## src/rtl/usb_pkg.sv

```systemverilog
// Shared USB mux definitions: transaction type codes, per-type transfer sizes,
// status packet magic word and responder states.
package usb_pkg;

  typedef enum logic [2:0] {
    TT_NONE = 3'd0,
    TT_CODE = 3'd1,
    TT_V    = 3'd2,
    TT_KEY  = 3'd3,
    TT_SR   = 3'd5,
    TT_SL   = 3'd6
  } trans_type_e;

  // Transfer sizes in 32-bit words
  localparam int unsigned CODE_SIZE = 32'h0040_0000;
  localparam int unsigned V_SIZE    = 32'h0000_8000;
  localparam int unsigned SL_SIZE   = 4;
  localparam int unsigned SR_SIZE   = 4;
  localparam int unsigned KEY_SIZE  = 8;

  localparam logic [31:0] STATUS_MAGIC = 32'h4742_4153;

  typedef enum logic [1:0] {
    ST_IDLE,
    ST_WRITE,
    ST_READ
  } state_e;

  function automatic int unsigned type_size(input logic [2:0] t);
    case (t)
      TT_CODE: return CODE_SIZE;
      TT_V:    return V_SIZE;
      TT_SL:   return SL_SIZE;
      TT_SR:   return SR_SIZE;
      TT_KEY:  return KEY_SIZE;
      default: return 1;
    endcase
  endfunction

  function automatic logic is_write_type(input logic [2:0] t);
    return (t == TT_CODE) || (t == TT_V) || (t == TT_SL) || (t == TT_SR);
  endfunction

endpackage

```

## src/rtl/usb_mux_responder_if.sv

```systemverilog
// Fabric side of the FX3/GPIF2 mux link: the bridge drives type/strobes,
// the responder answers with ready/valid and read data.
interface mux_usb_interface;
  logic [2:0]  usb_trans_type;
  logic        usb_wr;
  logic [31:0] usb_wr_data;
  logic        usb_wr_ready;
  logic        usb_rd;
  logic        usb_rd_ready;
  logic        usb_rd_valid;
  logic [31:0] usb_rd_data;

  modport bridge (
    output usb_trans_type, usb_wr, usb_wr_data, usb_rd,
    input  usb_wr_ready, usb_rd_ready, usb_rd_valid, usb_rd_data
  );

  modport mux (
    input  usb_trans_type, usb_wr, usb_wr_data, usb_rd,
    output usb_wr_ready, usb_rd_ready, usb_rd_valid, usb_rd_data
  );
endinterface

```

## src/rtl/usb_wr_skid.sv

```systemverilog
// One-entry skid buffer with valid/ready on both sides; accepts a new entry
// in the same cycle the held one is popped.
module usb_wr_skid #(
  parameter int W = 8
) (
  input  logic         clk,
  input  logic         rst_n,
  input  logic         in_valid,
  output logic         in_ready,
  input  logic [W-1:0] in_data,
  output logic         out_valid,
  input  logic         out_ready,
  output logic [W-1:0] out_data
);

  logic         full;
  logic [W-1:0] data_q;

  assign in_ready  = ~full | out_ready;
  assign out_valid = full;
  assign out_data  = data_q;

  // NOTE: sequential state is written with <= only, so every flop samples
  // pre-edge values regardless of process ordering.
  always_ff @(posedge clk or negedge rst_n) begin
    if (!rst_n) begin
      full   <= 1'b0;
      // NOTE: the data register is reset too, because it is visible on the
      // memory port and must read as zero out of reset.
      data_q <= '0;
    end else if (in_valid && in_ready) begin
      full   <= 1'b1;
      data_q <= in_data;
    end else if (out_ready) begin
      full   <= 1'b0;
    end
  end

endmodule

```

## src/rtl/usb_mux_responder.sv

```systemverilog
// Fabric-side responder: steers USB write streams to a word-addressed memory
// port and serves the 8-word key/status packet from a snapshot.
module usb_mux_responder
  import usb_pkg::*;
#(
  parameter int                ADDR_W     = 24,
  parameter logic [ADDR_W-1:0] CODE_BASE  = 24'h000000,
  parameter logic [ADDR_W-1:0] VIDEO_BASE = 24'h400000,
  parameter logic [ADDR_W-1:0] SL_BASE    = 24'h480000,
  parameter logic [ADDR_W-1:0] SR_BASE    = 24'h480004
) (
  input  logic              clk,
  input  logic              rst_n,
  mux_usb_interface.mux     mux_usb,
  output logic              mem_wr_en,
  output logic [ADDR_W-1:0] mem_wr_addr,
  output logic [31:0]       mem_wr_data,
  output logic [2:0]        mem_wr_tgt,
  input  logic              mem_wr_ready,
  input  logic [9:0]        key_state,
  input  logic [31:0]       frame_count,
  input  logic [31:0]       status_flags
);

  localparam int SKID_W = 3 + ADDR_W + 32;
  localparam int IDX_W  = $clog2(KEY_SIZE);

  state_e             state, state_nxt;
  logic [2:0]         prev_type, cur_type;
  logic [ADDR_W-1:0]  offset, last_off, base_addr;
  logic [IDX_W-1:0]   idx;
  logic [9:0]         snap_key;
  logic [31:0]        snap_frame, snap_status;
  logic               type_change, wr_fire, rd_fire, snap_take;
  logic               skid_in_valid, skid_in_ready;
  logic [SKID_W-1:0]  skid_out;

  assign type_change   = (mux_usb.usb_trans_type != prev_type);
  assign skid_in_valid = mux_usb.usb_wr & (state == ST_WRITE);
  assign wr_fire       = skid_in_valid & skid_in_ready;
  assign rd_fire       = mux_usb.usb_rd & (state == ST_READ);
  // Retake on entry, and on the last word so the next packet is fresh
  assign snap_take     = (type_change && (mux_usb.usb_trans_type == TT_KEY)) ||
                         (rd_fire && (idx == IDX_W'(KEY_SIZE - 1)));

  always_ff @(posedge clk or negedge rst_n) begin
    if (!rst_n) prev_type <= TT_NONE;
    else        prev_type <= mux_usb.usb_trans_type;
  end

  always_ff @(posedge clk or negedge rst_n) begin
    if (!rst_n) state <= ST_IDLE;
    else        state <= state_nxt;
  end

  always_comb begin
    // NOTE: every combinational output gets a default first so no path
    // through the block leaves it unassigned (which would infer a latch).
    state_nxt = state;
    if (type_change) begin
      if (is_write_type(mux_usb.usb_trans_type))   state_nxt = ST_WRITE;
      else if (mux_usb.usb_trans_type == TT_KEY)   state_nxt = ST_READ;
      else                                         state_nxt = ST_IDLE;
    end
  end

  always_comb begin
    base_addr = '0;
    case (cur_type)
      TT_CODE: base_addr = CODE_BASE;
      TT_V:    base_addr = VIDEO_BASE;
      TT_SL:   base_addr = SL_BASE;
      TT_SR:   base_addr = SR_BASE;
      default: base_addr = '0;
    endcase
    last_off = ADDR_W'(type_size(cur_type) - 1);
  end

  // A type change abandons the running offset; the old type's last word may
  // still be in the skid and drains with its captured address.
  always_ff @(posedge clk or negedge rst_n) begin
    if (!rst_n) begin
      cur_type <= TT_NONE;
      offset   <= '0;
      idx      <= '0;
    end else if (type_change) begin
      cur_type <= mux_usb.usb_trans_type;
      offset   <= '0;
      idx      <= '0;
    end else begin
      if (wr_fire) offset <= (offset == last_off) ? '0 : offset + ADDR_W'(1);
      if (rd_fire) idx    <= idx + IDX_W'(1);
    end
  end

  always_ff @(posedge clk or negedge rst_n) begin
    if (!rst_n) begin
      snap_key    <= '0;
      snap_frame  <= '0;
      snap_status <= '0;
    end else if (snap_take) begin
      snap_key    <= key_state;
      snap_frame  <= frame_count;
      snap_status <= status_flags;
    end
  end

  usb_wr_skid #(.W(SKID_W)) u_skid (
    .clk       (clk),
    .rst_n     (rst_n),
    .in_valid  (skid_in_valid),
    .in_ready  (skid_in_ready),
    .in_data   ({cur_type, base_addr + offset, mux_usb.usb_wr_data}),
    .out_valid (mem_wr_en),
    .out_ready (mem_wr_ready),
    .out_data  (skid_out)
  );

  assign {mem_wr_tgt, mem_wr_addr, mem_wr_data} = skid_out;

  always_comb begin
    mux_usb.usb_wr_ready = 1'b0;
    mux_usb.usb_rd_ready = 1'b0;
    mux_usb.usb_rd_valid = 1'b0;
    mux_usb.usb_rd_data  = '0;
    case (state)
      ST_WRITE: mux_usb.usb_wr_ready = skid_in_ready;
      ST_READ: begin
        mux_usb.usb_rd_ready = 1'b1;
        mux_usb.usb_rd_valid = 1'b1;
        case (idx)
          IDX_W'(0): mux_usb.usb_rd_data = {22'h0, snap_key};
          IDX_W'(1): mux_usb.usb_rd_data = snap_frame;
          IDX_W'(2): mux_usb.usb_rd_data = snap_status;
          IDX_W'(7): mux_usb.usb_rd_data = STATUS_MAGIC;
          default:   mux_usb.usb_rd_data = '0;
        endcase
      end
      default: ;
    endcase
  end

endmodule

```

## src/flat_wrapper.sv

```systemverilog
// flat-port wrapper written by rule: the top's interface ports become plain ports
module usb_mux_responder_flat import usb_pkg::*;
#(
  parameter int                ADDR_W     = 24,
  parameter logic [ADDR_W-1:0] CODE_BASE  = 24'h000000,
  parameter logic [ADDR_W-1:0] VIDEO_BASE = 24'h400000,
  parameter logic [ADDR_W-1:0] SL_BASE    = 24'h480000,
  parameter logic [ADDR_W-1:0] SR_BASE    = 24'h480004
)
  (clk, rst_n, mem_wr_en, mem_wr_addr, mem_wr_data, mem_wr_tgt, mem_wr_ready, key_state, frame_count, status_flags, mux_usb_usb_trans_type, mux_usb_usb_wr, mux_usb_usb_wr_data, mux_usb_usb_rd, mux_usb_usb_wr_ready, mux_usb_usb_rd_ready, mux_usb_usb_rd_valid, mux_usb_usb_rd_data);
  mux_usb_interface mux_usb_i ();
  input  logic clk;
  input  logic rst_n;
  output logic mem_wr_en;
  output logic [ADDR_W-1:0] mem_wr_addr;
  output logic [31:0] mem_wr_data;
  output logic [2:0] mem_wr_tgt;
  input  logic mem_wr_ready;
  input  logic [9:0] key_state;
  input  logic [31:0] frame_count;
  input  logic [31:0] status_flags;
  input wire logic [$bits(mux_usb_i.usb_trans_type)-1:0] mux_usb_usb_trans_type;
  input wire logic [$bits(mux_usb_i.usb_wr)-1:0] mux_usb_usb_wr;
  input wire logic [$bits(mux_usb_i.usb_wr_data)-1:0] mux_usb_usb_wr_data;
  input wire logic [$bits(mux_usb_i.usb_rd)-1:0] mux_usb_usb_rd;
  output wire logic [$bits(mux_usb_i.usb_wr_ready)-1:0] mux_usb_usb_wr_ready;
  output wire logic [$bits(mux_usb_i.usb_rd_ready)-1:0] mux_usb_usb_rd_ready;
  output wire logic [$bits(mux_usb_i.usb_rd_valid)-1:0] mux_usb_usb_rd_valid;
  output wire logic [$bits(mux_usb_i.usb_rd_data)-1:0] mux_usb_usb_rd_data;
  assign mux_usb_i.usb_trans_type = mux_usb_usb_trans_type;
  assign mux_usb_i.usb_wr = mux_usb_usb_wr;
  assign mux_usb_i.usb_wr_data = mux_usb_usb_wr_data;
  assign mux_usb_i.usb_rd = mux_usb_usb_rd;
  assign mux_usb_usb_wr_ready = mux_usb_i.usb_wr_ready;
  assign mux_usb_usb_rd_ready = mux_usb_i.usb_rd_ready;
  assign mux_usb_usb_rd_valid = mux_usb_i.usb_rd_valid;
  assign mux_usb_usb_rd_data = mux_usb_i.usb_rd_data;
  usb_mux_responder #(.ADDR_W(ADDR_W), .CODE_BASE(CODE_BASE), .VIDEO_BASE(VIDEO_BASE), .SL_BASE(SL_BASE), .SR_BASE(SR_BASE)) u_core (.clk(clk), .rst_n(rst_n), .mux_usb(mux_usb_i), .mem_wr_en(mem_wr_en), .mem_wr_addr(mem_wr_addr), .mem_wr_data(mem_wr_data), .mem_wr_tgt(mem_wr_tgt), .mem_wr_ready(mem_wr_ready), .key_state(key_state), .frame_count(frame_count), .status_flags(status_flags));
endmodule
```

## config.mk

```make
export PLATFORM = sky130hd
export DESIGN_NAME = usb_mux_responder_flat
export DESIGN_NICKNAME = d
export VERILOG_FILES = /design/src/rtl/usb_pkg.sv /design/src/rtl/usb_mux_responder_if.sv /design/src/rtl/usb_wr_skid.sv /design/src/rtl/usb_mux_responder.sv /design/src/flat_wrapper.sv
export SDC_FILE = /design/constraint.sdc
export NUM_CORES = 1
export LEC_CHECK = 0
export CAP_MARGIN = 20
export CORE_MARGIN = 2
export CORE_UTILIZATION = 44
export DETAILED_ROUTE_END_ITERATION = 16
export PLACE_DENSITY_LB_ADDON = 0.1
export SLEW_MARGIN = 20
export SYNTH_ARGS = -nofsm -noshare
export SYNTH_HDL_FRONTEND = slang
export SYNTH_HIERARCHICAL = 1
export SYNTH_SLANG_ARGS = --single-unit
```

## constraint.sdc

```tcl
create_clock -name clk -period 2.4 [get_ports clk]
set_input_delay 0.72 -clock clk [delete_from_list [all_inputs] [get_ports clk]]
set_output_delay 0.72 -clock clk [all_outputs]
set_load 0.1 [all_outputs]
```

==> results of run 1 <==
-- kinds of logic after synthesis --
| group | share of synthesized area [%] |
|---|---|
| compound gates | 7.88 |
| xor+xnor | 4.37 |
| fa+ha+maj | 1.72 |
| buf+inv | 3.51 |
| flops | 52.7 |
| mux | 19.1 |
| simple gates | 10.6 |
-- cells in the final DEF (no fill, tap or decap), types with 4 or more instances in the layout --
cell type / Yosys / final
a21oi_4: 0 / 10
nor2_1: 55 / 19
xor2_1: 13 / 13
buf_6: 5 / 6
nor3_1: 12 / 10
buf_12: 0 / 50
o21ai_0: 13 / 7
inv_1: 7 / 4
nand2_1: 43 / 41
dfrtp_1: 169 / 165
o21ai_1: 0 / 5
xnor2_1: 27 / 26
mux2_2: 123 / 123
clkbuf_16: 0 / 17
a21oi_1: 25 / 13
nor4_1: 5 / 5
a22oi_1: 27 / 26
nand3_1: 26 / 24
nor2_4: 0 / 30
buf_4: 2 / 132
inv_6: 0 / 4
a221oi_1: 7 / 4
nor2_2: 0 / 6
and3_1: 8 / 8
ha_1: 11 / 5
mux2_4: 10 / 10
nand4_1: 4 / 4
clkdlybuf4s50_1: 0 / 111
dfrtp_2: 0 / 4
-- metrics by stage --
| stage | power, mW | utilization, % | hold slack, ns | worst slack (ns) | setup TNS [ns] |
|---|---|---|---|---|---|
| finish | 9.82 | 69.6 | 0.250 | -0.470 | -15.56 |
| floorplan | 6.06 | - | 0.424 | -0.424 | -13.68 |
| global placement | 6.98 | 64.2 | 0.489 | -0.123 | -11.14 |
| CTS | 9.86 | 68.2 | 0.256 | -0.483 | -14.68 |
| detailed placement | 7.08 | 64.2 | 0.494 | -0.165 | -14.73 |
| global route | 10.2 | 69.6 | 0.272 | -0.541 | -19.21 |
-- power by group through the flow --
stage               sequential, mW  clock (mW)  combinational [mW]
CTS                           3.65        2.78                3.42
detailed placement            3.69           0                3.39
floorplan                     5.19           0               0.866
global placement              3.65           0                3.33
global route                  3.72        2.88                3.57
finish                        3.66        2.72                3.44
-- layout make-up --
class,count,area share [%]
clock buffers,19,3.56
clock inverters,13,1.15
inverters,7,0.231
multi-input cells,452,32.9
flip-flops and latches,169,34.0
well taps,229,2.30
repair buffers,303,25.9
-- repair_timing --
item                       CTS  global route
pin swaps                    9            23
setup buffers                5             3
setup endpoints to repair   60            62
gates resized for setup     28            51
-- routing by layer --
metal	wire length (µm)	global-route usage (%)
met5	0	0
met4	460	7.50
met3	1110	5.18
met2	11100	38.5
met1	9420	29.3
-- state kept, by name, summed over array words and instances, names as in the netlist --
name / count
u_core/snap_key: 10
u_core/snap_status: 32
u_core/snap_frame: 32
u_core/idx: 3
u_core/u_skid/out_data: 59
u_core/cur_type: 3
u_core/prev_type: 3
u_core/offset: 24
u_core/u_skid/out_valid: 1
u_core/state: 2
-- critical path, stage by stage (launching register included) --
cell and delay, ns:
dfrtp_1 0.41, inv_2 0.07, ha_2 0.16, nor2b_4 0.13
o41ai_4 0.38, buf_12 0.19, buf_12 0.16, a21oi_4 0.05
buf_12 0.17
-- worst max-delay path by stage --
stage,end,depth (start not counted)
finish,mux_usb_usb_rd_data[6],8
global route,mux_usb_usb_rd_data[8],8
CTS,mux_usb_usb_rd_data[8],8
detailed placement,u_core/offset[13]$_DFFE_PN0P_,10
global placement,u_core/snap_frame[2]$_DFFE_PN0P_,7
floorplan,mux_usb_usb_rd_data[11],4
==> results.sh, run 1 <==
export IMPL_syn_area_um2=8020
export IMPL_synth_common_cells="dfrtp_1 (169), mux2_2 (123), nor2_1 (55)"
export IMPL_clock_skew_ns=0.00865
export IMPL_grt_pass1_wl_um=35300
export IMPL_synth_area_leader_cell="dfrtp_1"
export IMPL_slew_violations=0
export IMPL_grt_pass1_vias=6748
export IMPL_synth_edf_count=0
export IMPL_placed_cell_area_um2=11500
export IMPL_finalSetupViolCount=47
export IMPL_grt_antenna_before_repair=0
export IMPL_clock_fmax_ghz=0.348
export IMPL_avgSynthCellArea_um2=11.8
export IMPL_cp_max_fo=8
export IMPL_clk_path_buf_depth=2
export IMPL_required_ns=1.68
export IMPL_p_seq_share_pct=37.3
export IMPL_crit_type="reg2out"
export IMPL_cts_hold_buf=0
export IMPL_power_leakage_nw=5.22
export IMPL_grt_max_degree=52
export IMPL_synthArstFlopShare_pct=100
export IMPL_vias=6348
export IMPL_routedWlPerCell_um=18.6
export IMPL_finalNetCount=1075
export IMPL_ir_drop_v=0.000726
export IMPL_p_per_area_nw_per_um2=788
export IMPL_multi_input_area_um2=4090
export IMPL_io_buffers=208
export IMPL_area_growth_pct=55.3
export IMPL_finalNonFillerCells=1192
export IMPL_initial_utilization_pct=44.8
export IMPL_worstReg2RegEnd="u_core/offset[21]$_DFFE_PN0P_"
export IMPL_drv_cap=0
export IMPL_switching_power_mw=3.77
export IMPL_worstSetupStartpoint="u_core/idx[1]$_DFFE_PN0P_"
export IMPL_dieArea_um2=19300
export IMPL_stdcell_area_um2=12500
export IMPL_rr_worst_depth=10
export IMPL_clk_pin_slew_ns=0.06
export IMPL_critPathArrivalTime_ns=2.15
export IMPL_yosysMostFrequentCell="dfrtp_1"
export IMPL_tightest_slew_ns=0.568
export IMPL_overflow=0
export IMPL_drt_iter0_drc=323
export IMPL_worst_setup_path_start_kind="register"
export IMPL_worst_setup_path_end_kind="output pin"
export IMPL_rsz0062_at_grt="yes"
export IMPL_pwr_share_comb_pct=35.0
export IMPL_synthCells=679
export IMPL_clock_power_share_pct=27.7
export IMPL_cts_tree="yes"
export IMPL_route_detailed_drc=0
export IMPL_cts_root_buf="clkbuf_16"
export IMPL_relSlewSlack_pct=62.0
export IMPL_die_h_um=139
export IMPL_synth_seq_cells=169
export IMPL_grt_util_all_layers_pct=22.8
export IMPL_ys_types=48
export IMPL_die_w_um=139
export IMPL_core_rowCount=49
export IMPL_seq_area_um2=4230
export IMPL_clock_sinks=169
export IMPL_via_per_inst=5.33
export IMPL_drive_gt1_share_pct=46.6
export IMPL_hpwl_um=16100
export IMPL_status="complete, but fails checks"
export IMPL_synth_yosys_seq_area_share_pct=52.7
export IMPL_violations="setup timing"
export IMPL_period_needed_ns=2.87
export IMPL_yosys_top_cells_area="dfrtp_1 (53%), mux2_2 (17%), xnor2_1 (2.9%)"
export IMPL_htreeDepth=4
export IMPL_syn_nets=804
export IMPL_cts_buffers=17
export IMPL_crit_reg2reg_launch="u_core/cur_type[1]$_DFFE_PN0N_"
export IMPL_drtPass1Iterations=5
export IMPL_setup_slack_ns=-0.470
export IMPL_switching_share_pct=38.4
export IMPL_dp_cells=1152
export IMPL_internal_power_mw=6.05
export IMPL_n_antenna_cell=0
export IMPL_r2r_slack_ns=-0.11
export IMPL_fin_crit_sh_pct=120
export IMPL_synthFlopType="dfrtp_1"
export IMPL_fillers=1296
export IMPL_synth_warnings=6
export IMPL_hold_path_class="in2async"
export IMPL_clock_latency_ns=0.42
export IMPL_drtAntennaViolNets=0
export IMPL_io_pins=209
export IMPL_gp_congestion=0.862
export IMPL_yosys_area_top_type_share_pct=52.7
export IMPL_core_um2=17900
export IMPL_final_hold_viol_count=0
export IMPL_routed_wl_um=22100
(Power assumes the default switching activity.)
==> run 2, diff against run 1 <==
--- a/config.mk
+++ b/config.mk
@@ -12,2 +12,3 @@
 export PLACE_DENSITY_LB_ADDON = 0.1
+export SETUP_SLACK_MARGIN = 0.02
 export SLEW_MARGIN = 20
--- a/constraint.sdc
+++ b/constraint.sdc
@@ -3,2 +3,2 @@
 set_output_delay 0.72 -clock clk [all_outputs]
-set_load 0.1 [all_outputs]
+set_load 0.02 [all_outputs]
==> results.sh, run 2 (synthesis gave the netlist of run 1 again) <==
export IMPL_status="complete, but fails checks"
export IMPL_violations="setup timing"
export IMPL_finalNetCount=1068
export IMPL_required_ns=1.68
export IMPL_route_detailed_drc=0
export IMPL_internal_power_mw=5.88
export IMPL_p_seq_share_pct=44.5
export IMPL_max_stage_delay_ns=0.40
export IMPL_grt_util_all_layers_pct=22.2
export IMPL_grt_pass1_wl_um=34600
export IMPL_clock_latency_ns=0.42
export IMPL_largest_reg_flops=59
export IMPL_relSlewSlack_pct=66.0
export IMPL_slowest_stage="dfrtp_1"
export IMPL_clock_fmax_ghz=0.344
export IMPL_final_common_cell="clkdlybuf4s50_1"
export IMPL_crit_type="reg2out"
export IMPL_overflow=0
export IMPL_clock_skew_ns=0.00670
export IMPL_fin_util_pct=65.5
export IMPL_placed_cell_area_um2=10900
export IMPL_power_leakage_nw=4.98
export IMPL_switching_share_pct=28.1
export IMPL_htreeDepth=4
export IMPL_gp_congestion=0.854
export IMPL_final_hold_viol_count=0
export IMPL_p_per_area_nw_per_um2=697
export IMPL_grt_max_degree=50
export IMPL_drt_iter0_drc=276
export IMPL_grt_antenna_before_repair=0
export IMPL_n_antenna_cell=0
export IMPL_drtAntennaViolNets=0
export IMPL_core_um2=17900
export IMPL_die_w_um=139
export IMPL_drv_cap=0
export IMPL_routed_wl_um=21200
export IMPL_drive_gt1_share_pct=36.0
export IMPL_io_pins=209
export IMPL_switching_power_mw=2.30
export IMPL_worst_setup_path_start_kind="register"
export IMPL_fin_crit_sh_pct=121
export IMPL_die_h_um=139
export IMPL_vias=6300
export IMPL_drtPass1Iterations=4
export IMPL_hpwl_um=15200
export IMPL_clock_power_share_pct=30.6
export IMPL_clk_path_buf_depth=2
export IMPL_area_growth_pct=46.3
export IMPL_initial_utilization_pct=44.8
export IMPL_via_per_inst=5.32
export IMPL_setup_tns_ns=-14.38
export IMPL_pwr_share_comb_pct=24.9
export IMPL_finalSetupViolCount=43
export IMPL_hold_path_class="in2async"
export IMPL_cts_buffers=17
export IMPL_clock_sinks=169
export IMPL_dieArea_um2=19300
export IMPL_io_buffers=208
export IMPL_slew_violations=0
export IMPL_period_needed_ns=2.91
export IMPL_stdcell_area_um2=11700
export IMPL_tightest_slew_ns=0.510
export IMPL_final_cell_mix="clkdlybuf4s50_1 (172), dfrtp_1 (166), mux2_2 (123)"
export IMPL_crit_chain="inv_2, ha_2, nor2b_4, o41ai_4, buf_4, buf_6, buf_6, nor2_1, buf_4"
export IMPL_core_rowCount=49
export IMPL_cts_root_buf="clkbuf_16"
export IMPL_rsz0062_at_grt="yes"
export IMPL_dp_slack_ns=-0.496
export IMPL_clk_pin_slew_ns=0.06
export IMPL_grt_pass1_vias=6704
export IMPL_setup_slack_ns=-0.509
export IMPL_worst_setup_path_end_kind="output pin"
export IMPL_routedWlPerCell_um=17.9
export IMPL_critPathArrivalTime_ns=2.19
export IMPL_cp_max_fo=7
export IMPL_cts_tree="yes"
export IMPL_ir_drop_v=0.000487
-- run 2: cell type report --
| cell class | count | area, µm² |
|---|---|---|
| clock buffer | 19 | 443 |
| clock inverter | 13 | 96.3 |
| fill | 1413 | 6170 |
| inverter | 7 | 28.8 |
| multi-input combinational | 452 | 3780 |
| sequential | 169 | 4230 |
| tap | 229 | 287 |
| timing repair buffer | 296 | 2860 |
-- run 2: path summary, 6_finish.rpt --
path | slack, ns | depth (start not counted) | endpoint | startpoint
max | -0.51 | 9 | mux_usb_usb_rd_data[25] | u_core/idx[0]$_DFFE_PN0P_
min | 0.25 | 1 | u_core/snap_key[9]$_DFFE_PN0P_ | rst_n
max reg2reg | -0.04 | 10 | u_core/offset[14]$_DFFE_PN0P_ | u_core/cur_type[0]$_DFFE_PN0N_
min reg2reg | 0.50 | 1 | u_core/u_skid/out_data[33]$_DFFE_PN0P_ | u_core/u_skid/out_data[33]$_DFFE_PN0P_
max in group asynchronous | 1.52 | 2 | u_core/cur_type[1]$_DFFE_PN0N_ | rst_n
min in group clk | 0.50 | 1 | u_core/u_skid/out_data[33]$_DFFE_PN0P_ | u_core/u_skid/out_data[33]$_DFFE_PN0P_
-- run 2: metrics by stage --
| stage | hold slack (ns) | total power, mW | cells |
|---|---|---|---|
| after global placement | 0.487 | 5.58 | 1139 |
| after floorplan | 0.424 | 4.63 | 679 |
| after global routing | 0.266 | 8.56 | 1185 |
| after detailed placement | 0.493 | 5.66 | 1139 |
| after CTS | 0.257 | 8.23 | 1183 |
| final | 0.248 | 8.18 | 1185 |
-- run 2: per-layer routing --
| metal | global-route usage, % | vias up | share of wire (%) |
|---|---|---|---|
| li1 | - | 2937 | - |
| met1 | 28.1 | 3145 | 42 |
| met2 | 38.4 | 186 | 51 |
| met3 | 4.14 | 32 | 4.5 |
| met4 | 7.76 | 0 | 2.1 |
| met5 | 0 | - | 0 |
-- run 2: critical path: cells and delay by family, from the launching register on --
kind,cells,cell delay [ns]
compound gates,1,0.36
fa+ha+maj,1,0.17
buf+inv,5,0.67
flops,1,0.40
simple gates,2,0.17
-- run 2: repair_timing --
action                     CTS  global route
hold buffers                 0             0
resized for setup          174            50
pin swaps                   14            11
buffers inserted            11             1
setup endpoints to repair   56            65
gates cloned                 1             1
-- run 2: power by group through the flow --
stage	Sequential [mW]	Clock (mW)	Combinational (mW)
5_1_grt	3.70	2.69	2.17
6_report	3.64	2.50	2.04
4_1_cts	3.64	2.57	2.02
2_1_floorplan	3.88	0	0.751
3_3_place_gp	3.65	0	1.93
3_5_place_dp	3.69	0	1.98
